File: src/rtl/alu_sequencer.sv
// rtl/alu_sequencer.sv - micro-sequencer driving the registered 4-bit ALU from a 16-word program
// Optional step-limit abort enabled by defining SEQ_STEP_LIMIT_EN.
module alu_sequencer #(
    parameter int PROG_DEPTH = 16,
    parameter int PC_W       = 4
) (
    input  logic            clk,
    input  logic            reset,
    input  logic            prog_we,
    input  logic [PC_W-1:0] prog_addr,
    input  logic [11:0]     prog_wdata,
    input  logic            start,
    output logic            busy,
    output logic            done,
    output logic [3:0]      alu_a,
    output logic [3:0]      alu_b,
    output logic [2:0]      alu_op,
    input  logic [3:0]      alu_c,
    input  logic            alu_cf,
    input  logic            alu_zf,
    input  logic            alu_sf,
    input  logic [1:0]      dbg_sel,
    output logic [3:0]      dbg_data,
    output logic [2:0]      flags,
    output logic            err
);
    typedef enum logic [2:0] {
        S_IDLE, S_FETCH, S_ISSUE, S_WB, S_EXEC, S_DONE
    } state_t;

    state_t          state, state_nxt;
    logic [11:0]     mem [PROG_DEPTH];
    logic [11:0]     instr;
    logic [11:0]     fetch_word;
    logic            fetch_alu;
    logic [PC_W-1:0] pc;
    logic [3:0]      regs [4];
    logic            taken;
    logic            limit_hit;

    assign fetch_word = mem[pc];
    assign fetch_alu  = (fetch_word[11:9] >= 3'd1) && (fetch_word[11:9] <= 3'd4);
    assign dbg_data   = regs[dbg_sel];
    assign busy       = (state != S_IDLE);
    assign done       = (state == S_DONE);

    // Branch conditions look at the latched flags, i.e. the last ALU result.
    always_comb begin
        taken = 1'b0;
        case (instr[8:7])
            2'd0: taken = 1'b1;
            2'd1: taken = flags[1];
            2'd2: taken = flags[2];
            2'd3: taken = !flags[1];
            default: taken = 1'b0;
        endcase
    end

`ifdef SEQ_STEP_LIMIT_EN
    logic [7:0] step_cnt;

    // Count of completed instructions; the 255th completion aborts the run.
    assign limit_hit = (step_cnt == 8'd254);

    always_ff @(posedge clk or negedge reset) begin
        if (!reset) begin
            step_cnt <= 8'd0;
            err      <= 1'b0;
        end else if (state == S_IDLE && start) begin
            step_cnt <= 8'd0;
            err      <= 1'b0;
        end else if (state == S_WB || state == S_EXEC) begin
            step_cnt <= step_cnt + 8'd1;
            if (limit_hit) begin
                err <= 1'b1;
            end
        end
    end
`else
    assign limit_hit = 1'b0;
    assign err       = 1'b0;
`endif

    always_ff @(posedge clk or negedge reset) begin
        if (!reset) begin
            state <= S_IDLE;
        end else begin
            state <= state_nxt;
        end
    end

    always_comb begin
        state_nxt = state;
        case (state)
            S_IDLE:  if (start) state_nxt = S_FETCH;
            S_FETCH: begin
                if (fetch_word[11:9] == 3'd0) begin
                    state_nxt = S_DONE;
                end else if (fetch_alu) begin
                    state_nxt = S_ISSUE;
                end else begin
                    state_nxt = S_EXEC;
                end
            end
            S_ISSUE: state_nxt = S_WB;
            S_WB:    state_nxt = limit_hit ? S_DONE : S_FETCH;
            S_EXEC:  state_nxt = limit_hit ? S_DONE : S_FETCH;
            S_DONE:  state_nxt = S_IDLE;
            default: state_nxt = S_IDLE;
        endcase
    end

    always_ff @(posedge clk) begin
        if (state == S_IDLE && prog_we) begin
            mem[prog_addr] <= prog_wdata;
        end
    end

    // Operands are loaded on the FETCH->ISSUE edge so they are valid throughout ISSUE.
    always_ff @(posedge clk or negedge reset) begin
        if (!reset) begin
            pc     <= '0;
            instr  <= 12'd0;
            flags  <= 3'b010;
            alu_a  <= 4'd0;
            alu_b  <= 4'd0;
            alu_op <= 3'd0;
            for (int i = 0; i < 4; i++) begin
                regs[i] <= 4'd0;
            end
        end else begin
            alu_op <= 3'd0;
            case (state)
                S_IDLE: begin
                    if (start) pc <= '0;
                end
                S_FETCH: begin
                    instr <= fetch_word;
                    if (fetch_alu) begin
                        alu_a  <= regs[fetch_word[6:5]];
                        alu_b  <= regs[fetch_word[4:3]];
                        alu_op <= fetch_word[11:9];
                    end
                end
                S_WB: begin
                    regs[instr[8:7]] <= alu_c;
                    flags            <= {alu_cf, alu_zf, alu_sf};
                    pc               <= pc + 1'b1;
                end
                S_EXEC: begin
                    if (instr[11:9] == 3'd5) begin
                        regs[instr[8:7]] <= instr[3:0];
                    end
                    if (instr[11:9] == 3'd6 && taken) begin
                        pc <= instr[PC_W-1:0];
                    end else begin
                        pc <= pc + 1'b1;
                    end
                end
                default: ;
            endcase
        end
    end
endmodule
File: config.mk
export PLATFORM = sky130hd
export DESIGN_NAME = alu_sequencer
export DESIGN_NICKNAME = d
export VERILOG_FILES = /design/src/rtl/alu_sequencer.sv
export SDC_FILE = /design/constraint.sdc
export NUM_CORES = 1
export LEC_CHECK = 0
export ABC_AREA = 0
export CAP_MARGIN = 30
export CORE_UTILIZATION = 42
export CTS_CLUSTER_DIAMETER = 200
export CTS_CLUSTER_SIZE = 16
export DETAILED_ROUTE_END_ITERATION = 6
export PLACE_DENSITY = 0.68
export SLEW_MARGIN = 20
export SYNTH_ARGS = -nofsm -noshare
export SYNTH_HDL_FRONTEND = slang
export SYNTH_SLANG_ARGS = --single-unit
File: constraint.sdc
create_clock -name clk -period 2.65 [get_ports clk]
set_input_delay 0.3975 -clock clk [delete_from_list [all_inputs] [get_ports clk]]
set_output_delay 0.3975 -clock clk [all_outputs]
set_load 0.01 [all_outputs]
---- Word level (Yosys, flattened, before mapping) ----
Memories as Yosys holds them, arrays and structs flattened.
Cells that the tools add are included.
storage, ports and cells
  logic and storage cells ................. 78
  RAM bits ................................ 192
  input bits .............................. 29
  bits in latches ......................... 0
  memories kept ........................... 1
  memory bits (read-only) ................. 0
  output and inout bits ................... 21
  flip-flop bits (word level) ............. 49
memory list
  memory  words  bits a word  rd ports  clocked after Yosys merged registers in  wr ports  line  text
  mem     16     12           1         0                                        1         32    logic [11:0] mem [PROG_DEPTH];
operators by class
  bitwise gates (word level) .............. 4
  equal/unequal tests ..................... 12
  multipliers ............................. 0
  $lt $le $gt $ge ......................... 7
  $add $sub $neg .......................... 1
  shift operators ......................... 0
  reduce and logical (&&, ||, !) cells .... 15
  div/mod/pow operators ................... 0
  mux-type cells .......................... 27
operators by type and width
  operator                                                                             count
  4-bit two-way mux                                                                    9
  16-bit bitwise mux                                                                   2
  16-bit one-hot mux with 2 select lines                                               1
  4-bit binary-select mux with 2-bit select                                            3
  16-bit two-way mux                                                                   1
  3-bit two-way mux                                                                    5
  3-bit == test, second input constant                                                 4
  3-bit greater-or-equal comparator, second input constant                             4
  2-bit NOT with 3-bit output                                                          4
  3-bit one-hot mux with 4 select lines                                                1
  4-bit one-hot mux with 3 select lines                                                1
  4-bit demux with 2-bit select                                                        1
  3-bit by 2-bit == test with 1-bit output, second input constant                      2
  3-bit zero test                                                                      2
  2-bit AND reduction                                                                  3
  3-bit nonzero test                                                                   2
  4-bit by 1-bit adder with 4-bit output, second input constant                        1
  2-bit == test, second input constant                                                 2
  1-bit logical AND                                                                    4
  2-bit != test, second input constant                                                 2
  1-bit one-hot mux with 4 select lines                                                1
  3-bit by 1-bit == test with 1-bit output, second input constant                      1
  3-bit by 1-bit greater-or-equal comparator with 1-bit output, second input constant  1
  3-bit less-or-equal comparator, second input constant                                1
  other kinds (7)                                                                      8

---- Longest topological paths before layout ----
  depth after elaboration ................. 8
  depth in mapped cells ................... 10

---- Least setup slack after synthesis ----
No wires, ideal clock.
  kind .................................... reg2reg
  from .................................... reg pc[0]
  to ...................................... reg alu_a[0]
  stages on the path, launching flop included .. 8
  arrival time ............................ 2427 ps
  required time ........................... 2522 ps
  slack ................................... 96 ps
  library setup time ...................... 128 ps
  path through ............................ dfrtp_1 > buf_4 > mux4_2 > mux4_2 > a2111oi_4 > xnor2_1 > nand2_4 > mux2_1
on the way
  cells in the longest elaborated chain, start to end .. 5
RTL lines
  what                                                                                                  line  text
  start: declaration                                                                                    36    logic [PC_W-1:0] pc;
  start signal: assignment                                                                              148   pc <= pc + 1'b1;
  start signal: assignment                                                                              155   pc <= instr[PC_W-1:0];
  start signal: assignment                                                                              157   pc <= pc + 1'b1;
  memory read 16 x 12 bit *                                                                             n/a
  branches (longest 4 deep; another with 3-bit by 1-bit greater-or-equal comparator with 1-bit output)  n/a
  end signal: assignment                                                                                140   alu_a <= regs[fetch_word[6:5]];
  end: declaration                                                                                      15    output logic [3:0] alu_a,
Every way passes the cells marked *. The select of a mux whose other input is x is not followed.
A chain may end at the register's enable or synchronous reset.

---- Worst setup path after layout ----
Ends and elaborated chain as after synthesis.

==> impl_summary.txt <==
----------------------------------------------------
[Status]
  Status ... complete, but fails checks
  Violated checks ... setup timing

[CTS]
  CTS tree ... done
  Clk slew on worst S/H paths ... 0.07 ns
  Hold-fix buffer count after cts ... 0
  Clock Sink Count ... 238
  CTS buffer count ... 18
  Clk_lat worst skew ... 0.50 ns
  Clk Tree Root Cell ... sky130_fd_sc_hd__clkbuf_16
  CTS max path bufs ... 3
  # H-tree levels ... 1

[GRT]
  GRT overflow ... 0
  Antenna violations before repair ... 0
  Largest net degree at the start of global routing ... 36
  Total global routing track utilization ... 0.1776
  Vias in the first global route ... 5,318
  Global-route wire length before repair ... 31,420 µm

[Die]
  Count of standard-cell rows ... 55
  Number of primary I/O pins ... 50
  Area of the core region ... 22,710 µm²
  Horiz. Die Dim ... 154.2 µm
  Vert. Die Dim ... 154.2 µm
  Initial Utilization ... 0.4285
  Floorplan die area ... 23,780 µm²

[Synth]
  #FFs+latches synth ... 238
  Cell taking the most area after synthesis ... sky130_fd_sc_hd__edfxtp_1
  Distinct cell type count of the synthesized netlist ... 46
  Number of warnings printed during yosys synthesis ... 0
  Cell area after synthesis ... 9731 µm²
  Number of nets in the synthesized netlist ... 558
  Cell with the most instances after synthesis ... sky130_fd_sc_hd__edfxtp_1
  Number of enable flip-flop cells after synthesis ... 192
  Top FF cell, synth ... sky130_fd_sc_hd__edfxtp_1
  Post-Syn Area per Cell ... 18.43 µm²
  Sequential element share of the synthesized area ... 0.7109
  Cell types with the highest counts after synthesis ... sky130_fd_sc_hd__edfxtp_1, sky130_fd_sc_hd__mux4_2, sky130_fd_sc_hd__nand2_1, sky130_fd_sc_hd__dfrtp_1, sky130_fd_sc_hd__mux2i_1
  Share of Yosys cell area claimed by the top area cell type ... 0.5925
  Cell types occupying the most area after synthesis ... sky130_fd_sc_hd__edfxtp_1, sky130_fd_sc_hd__mux4_2, sky130_fd_sc_hd__dfrtp_1
  Instance count of the mapped netlist ... 528
  Proportion of register bits with asynchronous set or reset after synthesis ... 0.1933

[Power and ir drop]
  LEAKAGE ... 3.944 nW
  Comb power frac ... 0.335
  Internal ... 7.570 mW
  Net switching share of the total power ... 0.3030
  Final total power ... 10.86 mW
  Fraction of power consumed by sequential logic ... 0.440
  Power per cell area ... 956.5 nW/µm²
  Switching component of the power ... 3.291 mW
  Peak supply drop ... 0.5436 mV
  Part of the power in the clock network ... 0.225

[Place]
  Pre-CTS worst setup slack ... -0.07251 ns
  Dpl hpwl ... 13,570 µm
  Port-buffer cells ... 48
  Routability cong. ... 0.8242
  Instance count after placement with tap cells included ... 883
  Cell area reported after detailed placement ... 10,820 µm²

[Setup path]
  Maximum fanout encountered on the critical timing path ... 8
  Cell depth of the worst flop-to-flop path ... 6
  R2r setup slk ... -0.02 ns
  Critical R2R Launch ... pc[0]
  Buffers and inverters on the worst path ... 0
  Data arrival time of the worst path ... 3.04 ns
  Sort of element at the end of the critical path ... flip-flop
  Worst path required time ... 3.02 ns
  Startpoint types ... flip-flop
  Endpoint of the worst register-to-register path ... alu_a[0]
  Capturing element of the worst setup path ... alu_a[0]
  Critical path type ... flip-flop to flip-flop
  Worst path most repeated cell ... sky130_fd_sc_hd__mux4_2
  Critical path depth ... 6
  Cell family contributing the most delay on the critical path ... multiplexers
  Maximum single-stage delay on the critical path ... 0.55 ns
  Cell chain of the critical path ... mux4_2 > mux4_2 > a2111oi_4 > xnor2_2 > nand2_4 > mux2_4
  Slowest CP cell ... sky130_fd_sc_hd__mux4_2
  Worst setup startpoint ... pc[0]

[Cells and area]
  Share of the core filled with cells ... 0.5000
  Non-filler cells, final ... 911
  Count of antenna diodes in the layout ... 0
  Area growth from synthesis to layout ... 16.69%
  Post-route cell area ... 11,350 µm²
  Number of nets in the layout ... 651
  Share of post-route cells with drive strength above 1 ... 0.2524

[Timing]
  Number of pins exceeding their max-slew limit in the final report ... 0
  Endpoints failing setup ... 7
  Final Hold Violating Endpoints ... 0
  Final Hold Slack ... 0.01134 ns
  Sum of negative setup slack ... -0.09760 ns
  Relative slew slack ... 0.4370
  Final critical delay including setup and external delays ... 2.674 ns
  Unrepaired setup endpoints after global routing ... true
  Max Clock Skew ... 0.01784 ns
  Pin slew with the least headroom to its limit ... 0.8445 ns
  Maximum achievable frequency ... 0.3740 GHz
  Fraction of the cycle the final worst path needs ... 1.009
  Worst setup margin ... -0.02375 ns

[Drt]
  Number of iterations in the first detailed-routing pass ... 5
  Post-detailed-route count of antenna-violating nets ... 0
  Post-DR vias/cell ... 5.520
  Iteration-0 DRC count of the detailed router ... 392
  Average wire per standard cell ... 22.35 µm
  DRC Markers ... 0
  Overall routed net length ... 20,360 µm
  Number of vias in the routed layout ... 5,029

[Flow run]
  Max-capacitance violation count ... 0

[Min path]
  Worst min-delay path class ... input port to asynchronous set/reset pin

----------------------------------------------------
## final cells by class
cell class	count	area [µm²]
well taps	285	356.6
multi-input cells	263	2715
flip-flops and latches	238	6922
clock inverters	2	20.02
fillers	1870	11350
inverters	6	22.52
clock buffers	23	469.2
repair buffers	94	849.6
## power by group through the flow
stage / Combinational, mW / Sequential (mW) / Clock [mW]
final: 3.64 / 4.78 / 2.44
after global routing: 3.94 / 4.83 / 2.62
after CTS: 3.60 / 4.78 / 2.50
after detailed placement: 3.52 / 4.86 / 0
after global placement: 3.42 / 4.84 / 0
after floorplan: 2.37 / 4.75 / 0
## metal layers
metal  GRT usage  up-vias  part of all wire
met4     0.05048        0             0.022
met5           0        -                 0
met2      0.2987      156              0.49
met3     0.02802       28             0.064
li1            -     2257                 -
met1      0.2407     2588              0.42
## registers in the layout, summed over array words and instances (netlist names), 4 cells and up
signal  flops
alu_b       4
instr       9
alu_a       4
pc          4
regs       16
mem       192
## logic make-up (layout without fill, tap and decap cells)
logic type,count (synthesis),in the layout,synth area share
buffers and inverters,28,125,0.01466
XOR/XNOR,2,2,0.001801
other,1,1,0.0003854
multiplexers,115,115,0.1957
AND/OR/NAND/NOR,112,113,0.05079
AO/OA/AOI/OAI,31,31,0.02443
flip-flops,238,238,0.7109
adder cells (fa/ha/maj),1,1,0.001286
## cell usage in the layout, fill, tap and decap left out, types with 2 or more instances in the layout
cell,synthesis,final
sky130_fd_sc_hd__edfxtp_1,192,192
sky130_fd_sc_hd__mux4_2,58,58
sky130_fd_sc_hd__nand2_1,55,55
sky130_fd_sc_hd__clkdlybuf4s50_1,0,47
sky130_fd_sc_hd__dfrtp_1,45,44
sky130_fd_sc_hd__buf_4,2,43
sky130_fd_sc_hd__mux2i_1,35,35
sky130_fd_sc_hd__nor2_1,26,26
sky130_fd_sc_hd__mux2_2,20,19
sky130_fd_sc_hd__clkbuf_16,0,18
sky130_fd_sc_hd__o21ai_0,8,8
sky130_fd_sc_hd__inv_1,5,5
sky130_fd_sc_hd__nor2b_1,5,5
sky130_fd_sc_hd__a21oi_1,5,5
sky130_fd_sc_hd__clkbuf_1,11,5
sky130_fd_sc_hd__and3_1,4,4
sky130_fd_sc_hd__a211oi_1,4,4
sky130_fd_sc_hd__nand2b_1,4,4
sky130_fd_sc_hd__nor3_2,0,4
sky130_fd_sc_hd__and2_1,3,3
sky130_fd_sc_hd__nor3_1,7,3
sky130_fd_sc_hd__mux2_4,0,3
sky130_fd_sc_hd__nand3_1,3,3
sky130_fd_sc_hd__buf_12,0,2
## worst min path at each step
| stage | endpoint |
|---|---|
| floorplan | alu_a[0] |
| global placement | alu_b[2] |
| detailed placement | alu_b[1] |
| CTS | alu_op[2] |
| global route | alu_a[1] |
| finish | alu_a[2] |
## repair_timing
item,in CTS,in global routing
buffers inserted,1,1
hold endpoints to repair,0,0
gates resized for setup,2,3
setup endpoints to repair,8,8
cloned,0,1
Power figures use the tool's default switching activity.
